**src/rtl/mtimer_pkg.sv**
```systemverilog
// Shared definitions for the RISC-V machine timer: register offsets,
// CTRL bit layout and 64-bit reset constants.
package mtimer_pkg;

    // Word offset on the load/store port (byte address bits [4:2]).
    typedef logic [2:0] reg_addr_t;

    localparam reg_addr_t MTIME_LO    = 3'd0;
    localparam reg_addr_t MTIME_HI    = 3'd1;
    localparam reg_addr_t MTIMECMP_LO = 3'd2;
    localparam reg_addr_t MTIMECMP_HI = 3'd3;
    localparam reg_addr_t MTIMER_CTRL = 3'd4;

    // CTRL register layout: only the run bit exists.
    localparam int CTRL_RUN_BIT = 0;

    // 64-bit reset constants.
    localparam logic [63:0] MTIME_RST            = 64'h0000_0000_0000_0000;
    localparam logic [63:0] MTIMECMP_RST_DEFAULT = 64'hFFFF_FFFF_FFFF_FFFF;

    // Read-back image of CTRL: run in its bit position, all other bits zero.
    function automatic logic [31:0] ctrl_word(input logic run);
        logic [31:0] w;
        w = 32'h0;
        w[CTRL_RUN_BIT] = run;
        return w;
    endfunction

endpackage

```
**src/rtl/mtimer_prescaler.sv**
```systemverilog
// Prescaler for the machine timer: divides the core clock by PRESCALE and
// emits a one-cycle tick each time mtime should advance. The counter holds
// while run is low and is cleared by clr (a CTRL write).
module mtimer_prescaler #(
    parameter int unsigned PRESCALE = 4
) (
    input  logic clk,
    input  logic rst,
    input  logic run,
    input  logic clr,
    output logic tick
);

    // PRESCALE=1 still needs a one-bit counter; it simply never leaves 0.
    localparam int CW = (PRESCALE > 1) ? $clog2(PRESCALE) : 1;
    localparam logic [CW-1:0] LAST = CW'(PRESCALE - 1);
    localparam logic [CW-1:0] ONE  = CW'(1);

    logic [CW-1:0] cnt;

    // Tick is combinational on the current count so mtime advances on the
    // same edge the counter wraps.
    assign tick = run && (cnt == LAST);

    // Count 0..PRESCALE-1 while running; hold when stopped; clear on CTRL write.
    always_ff @(posedge clk) begin
        // NOTE: state registers use non-blocking assignments so every flop
        // samples pre-edge values regardless of block ordering.
        if (rst) begin
            cnt <= '0;
        end else if (clr) begin
            cnt <= '0;
        end else if (run) begin
            if (cnt == LAST) begin
                cnt <= '0;
            end else begin
                cnt <= cnt + ONE;
            end
        end
    end

endmodule

```
**src/rtl/machine_timer.sv**
```systemverilog
// Memory-mapped RISC-V machine timer (mtime / mtimecmp) with a word-wide
// load/store port and a registered active-low timer interrupt ti feeding the
// CSR block (mip[7]).
// Optional build macro MTIMER_SNAPSHOT_EN: a read of mtime lo latches mtime hi
// into a shadow, and reads of mtime hi return that shadow for an atomic
// lo-then-hi 64-bit read.
module machine_timer
    import mtimer_pkg::*;
#(
    parameter int unsigned PRESCALE     = 4,
    parameter logic [63:0] MTIMECMP_RST = MTIMECMP_RST_DEFAULT
) (
    input  logic        clk,
    input  logic        rst,
    input  logic        en,
    input  logic        wen,
    input  logic        ren,
    input  logic [2:0]  addr,
    input  logic [31:0] wdata,
    output logic [31:0] rdata,
    output logic        ti
);

    logic [63:0] mtime;
    logic [63:0] mtimecmp;
    logic        run;
    logic        tick;
    logic        wr;
    logic        rd;
    logic [31:0] rd_word;

    assign wr = en && wen;
    assign rd = en && ren;

    mtimer_prescaler #(
        .PRESCALE (PRESCALE)
    ) u_prescaler (
        .clk  (clk),
        .rst  (rst),
        .run  (run),
        .clr  (wr && (addr == MTIMER_CTRL)),
        .tick (tick)
    );

    // CTRL.run: written from wdata bit 0, other bits discarded.
    always_ff @(posedge clk) begin
        if (rst) begin
            run <= 1'b0;
        end else if (wr && (addr == MTIMER_CTRL)) begin
            run <= wdata[CTRL_RUN_BIT];
        end
    end

    // mtime: a software write to either half wins over the tick increment,
    // so the whole 64-bit value skips the increment in that cycle.
    always_ff @(posedge clk) begin
        if (rst) begin
            mtime <= MTIME_RST;
        end else if (wr && (addr == MTIME_LO)) begin
            mtime[31:0] <= wdata;
        end else if (wr && (addr == MTIME_HI)) begin
            mtime[63:32] <= wdata;
        end else if (tick) begin
            mtime <= mtime + 64'd1;
        end
    end

    // mtimecmp: halves written independently; software orders the writes.
    always_ff @(posedge clk) begin
        if (rst) begin
            mtimecmp <= MTIMECMP_RST;
        end else if (wr && (addr == MTIMECMP_LO)) begin
            mtimecmp[31:0] <= wdata;
        end else if (wr && (addr == MTIMECMP_HI)) begin
            mtimecmp[63:32] <= wdata;
        end
    end

    // Level-sensitive interrupt: low while mtime >= mtimecmp, one cycle late.
    always_ff @(posedge clk) begin
        if (rst) begin
            ti <= 1'b1;
        end else begin
            ti <= ~(mtime >= mtimecmp);
        end
    end

`ifdef MTIMER_SNAPSHOT_EN
    logic [31:0] mtime_hi_shadow;

    // Capture mtime hi alongside every mtime lo read.
    always_ff @(posedge clk) begin
        if (rst) begin
            mtime_hi_shadow <= 32'h0;
        end else if (rd && (addr == MTIME_LO)) begin
            mtime_hi_shadow <= mtime[63:32];
        end
    end
`endif

    // Read mux over pre-edge register values, so a same-cycle write to the
    // addressed register is not visible in this read.
    always_comb begin
        // NOTE: default assignment first keeps this block free of latches
        // for any address not covered below.
        rd_word = 32'h0;
        case (addr)
            MTIME_LO:    rd_word = mtime[31:0];
`ifdef MTIMER_SNAPSHOT_EN
            MTIME_HI:    rd_word = mtime_hi_shadow;
`else
            MTIME_HI:    rd_word = mtime[63:32];
`endif
            MTIMECMP_LO: rd_word = mtimecmp[31:0];
            MTIMECMP_HI: rd_word = mtimecmp[63:32];
            MTIMER_CTRL: rd_word = ctrl_word(run);
            default:     rd_word = 32'h0;
        endcase
    end

    // Registered read data, held until the next read.
    always_ff @(posedge clk) begin
        if (rst) begin
            rdata <= 32'h0;
        end else if (rd) begin
            rdata <= rd_word;
        end
    end

endmodule

```
**config.mk**
```make
export PLATFORM = sky130hd
export DESIGN_NAME = machine_timer
export DESIGN_NICKNAME = d
export VERILOG_FILES = /design/src/rtl/mtimer_pkg.sv /design/src/rtl/mtimer_prescaler.sv /design/src/rtl/machine_timer.sv
export SDC_FILE = /design/constraint.sdc
export NUM_CORES = 1
export LEC_CHECK = 0
export ABC_AREA = 0
export CORE_ASPECT_RATIO = 1.5
export CORE_MARGIN = 2
export CORE_UTILIZATION = 30
export CTS_CLUSTER_SIZE = 30
export DETAILED_ROUTE_END_ITERATION = 10
export GPL_ROUTABILITY_DRIVEN = 0
export RECOVER_POWER = 100
export SYNTH_ARGS = -nofsm -noshare
export SYNTH_HDL_FRONTEND = slang
export SYNTH_HIERARCHICAL = 1
export SYNTH_SLANG_ARGS = --single-unit
```
**constraint.sdc**
```tcl
create_clock -name clk -period 3 [get_ports clk]
set_clock_uncertainty 0.1 [all_clocks]
set_input_delay 0.45 -clock clk [delete_from_list [all_inputs] [get_ports clk]]
set_output_delay 0.45 -clock clk [all_outputs]
set_load 0.05 [all_outputs]
```
==> results of run 1 <==
## power groups by stage
stage | clock [W] | combinational (W) | sequential, W
after floorplan | 0 | 0.000224 | 0.00234
after global placement | 0 | 0.000471 | 0.00231
after detailed placement | 0 | 0.000476 | 0.00231
after CTS | 0.00215 | 0.000478 | 0.00226
after global routing | 0.00222 | 0.000511 | 0.00227
final | 0.00210 | 0.000465 | 0.00226
## state kept, by name, indices dropped and copies added, names as in the netlist
name,cells
mtime,64
mtimecmp,64
rdata,32
run,1
ti,1
u_prescaler/cnt,2
## area by class of cell
class                   count  share of cell area [%]
clock buffers              23                   4.062
well taps                 400                   4.440
repair buffers            149                   11.15
multi-input cells         828                   48.10
clock inverters             9                  0.7214
flip-flops and latches    164                   29.12
inverters                  72                   2.397
## layout by cell type (no fill, tap or decap), drive strengths merged, types with 45 or more instances in the layout
master  count
a211oi     45
nor2      170
a211o      65
dfxtp     164
a22oi      63
nand2      66
clkbuf     45
inv        72
a21oi      94
ha         66
buf        56
## stage by stage
step	util (%)	worst slack, ns	area, µm²	TNS, ns
global placement	35.81	-0.04812	10830	-0.04812
finish	37.26	0.1466	11270	0
global route	37.26	0.04376	11270	0
CTS	37.59	0.1741	11370	0
floorplan	-	0.2407	9238	0
detailed placement	35.81	-0.07182	10830	-0.07182
## synthesized netlist by cell type, types with 10 or more instances
cell type	n
a211o_1	65
a211oi_1	44
a21oi_1	94
a22oi_1	63
a31oi_1	14
and3_1	10
and4_1	10
clkbuf_1	64
dfxtp_1	164
ha_1	66
inv_1	72
nand2_1	66
nand3_1	30
nand4_1	21
nor2_1	170
nor3_1	21
nor4_1	12
o21ai_0	12
xnor2_1	23
xor2_1	18
## worst max-delay path: stages
cell and delay (ns):
dlygate4sd3_1 0.56, buf_4 0.17, or3b_2 0.53, o2111ai_1 0.27, clkbuf_1 0.32, nor4_1 0.08
clkbuf_1 0.23, nand4_1 0.17, xor2_1 0.16, a211oi_1 0.08
## cells by family after synthesis
logic type                 after synthesis  synth area share, %
AOI/OAI and AO/OA                      332                25.15
xor gates and xnor gates                41                3.887
adders and majority gates               66                8.939
buffers and inverters                  146                5.946
DFF                                    164                35.54
muxes                                    4               0.4605
and+or+nand+nor                        385                20.07
## metal layers
layer / part of all wire, % / vias to the layer above / track usage (%)
li1: - / 4344 / -
met1: 41 / 4223 / 20.33
met2: 53 / 169 / 35.28
met3: 2.7 / 58 / 2.869
met4: 3.7 / 0 / 8.654
met5: 0 / - / 0
## worst min path at each step
stage / from / endpoint / slack, ns / depth (start not counted)
floorplan: u_prescaler/cnt[0] / u_prescaler/cnt[0] / 0.38 / 2
global placement: rdata[23] / rdata[23] / 0.37 / 2
detailed placement: rdata[2] / rdata[2] / 0.38 / 2
CTS: rdata[2] / rdata[2] / 0.39 / 2
global route: rdata[0] / rdata[0] / 0.41 / 2
finish: rdata[2] / rdata[2] / 0.38 / 2
==> impl_metrics.yaml, run 1 <==
run_status:
  status: "finished clean"
cts:
  cts-resized-gates: 0
  insertion_delay_ns: 0.45
  cts.path.max_buffers: 2
  cts-buffers-inserted: 17
  cts_hold_buffers: 0
  cts_tree: "yes"
  cts_setup_buffers: 0
  clkSinkCount: 164
  cts_root_buf: "clkbuf_16"
  ctsHtreeMaxLevel: 4
  path_clk_slew_ns: 0.06
sta:
  post-route-period-util_pct: 95.11
  relSlewSlack_pct: 23.89
  rsz0062_at_grt: "false"
  max_freq_mhz: 350.5
  tightestPinTransition_ns: 1.142
  slew_viol_final: 0
  min_period_ns: 2.853
  hold_slack_ns: 0.3822
  hold_violations: 0
  finalSetupViolCount: 0
finish:
  fin_cells: 1645
  fill_cells: 3148
  multi_input_area_mm2: 0.005423
  drive_above_1_share_pct: 8.514
  area_growth_pct: 22.04
  diodes: 0
  finish.net_count: 1338
  seq_area_mm2: 0.003283
detailed_routing:
  vias_per_cell: 5.346
  drc_errors: 0
  first_pass_iters: 5
  wl_per_cell_um: 17.85
  antenna_left: 0
  drt_iter0_drc: 536
  via_count: 8794
  wl_um: 29370
global_routing:
  grt_first_pass_wirelength_um: 47520
  grt_max_degree: 74
  grt-ovfl-total: 0
  grt_pass1_vias: 8830
  antenna_found_initial: 0
  grt_usage_pct: 18.69
power:
  p_int_w: 0.003563
  ir_worst_vdd_v: 0.0003803
  p_sw_w: 0.001263
  switching_share_pct: 26.17
  total_leakage_power_nw: 4.640
  clockPowerShare_pct: 43.5
  seqPwrFrac_pct: 46.9
  p_per_area_mw_per_mm2: 428.1
  power.total_w: 0.004826
  pwr-share-comb_pct: 9.6
logic_synthesis:
  ys.flop_type: "dfxtp_1"
  netlist_area_mm2: 0.009238
  synth_nets: 1244
  syn_inst: 1138
  synthTopCellsByArea: "dfxtp_1, ha_1, nor2_1, a211o_1, a22oi_1"
  synth_top_area_share_pct: 35.54
  synth.distinct_cells: 60
  ys_seq_elements: 164
  synthArstFlopShare_pct: 0
  ys_seq_area_share_pct: 35.54
  synth_edf_count: 0
  yosys_warnings: 6
  syn_avg_cell_area_um2: 8.117
  yosys.area.top_type: "dfxtp_1"
placement:
  hpwl_um: 21410
  numPortBuffers: 72
  dpl.cell_count: 1613
die:
  num_rows: 78
  core-area_mm2: 0.03025
  die_area_mm2: 0.03224
  die_h_um: 218.9
  fp.dieW_um: 147.3
  io_pins: 73
  start_util_pct: 30.53
worst_hold_path:
  hold_path.class: "reg -> reg"
worst_setup_path:
  worstSetupPathType: "in -> reg"
  cp.required_ns: 3.19
  r2r_slack_ns: 0.19
  r2r_cells: 6
  arrival_ns: 3.04
  r2r-end: "mtime[49]"
  worstSetupEndpointType: "flop"
  crit_path_end: "mtime[31]"
  rr_startpoint: "mtime[11]"
  cp-start-kind: "primary input"
  startpoint: "addr[1]"
  critical_path_peak_fanout: 9
job:
  max_cap_violations: 0
Power figures use the tool's default switching activity.
==> inputs of run 2 (changes only) <==
CTS_CLUSTER_DIAMETER = 200   (was default)
==> results of run 2 <==
The final DEF is identical to that of run 1; final timing and power are the same.
==> inputs of run 3 (changes only) <==
SLEW_MARGIN = 20   (was default)
==> results of run 3 <==
The final DEF is identical to that of run 1; final timing and power are the same.
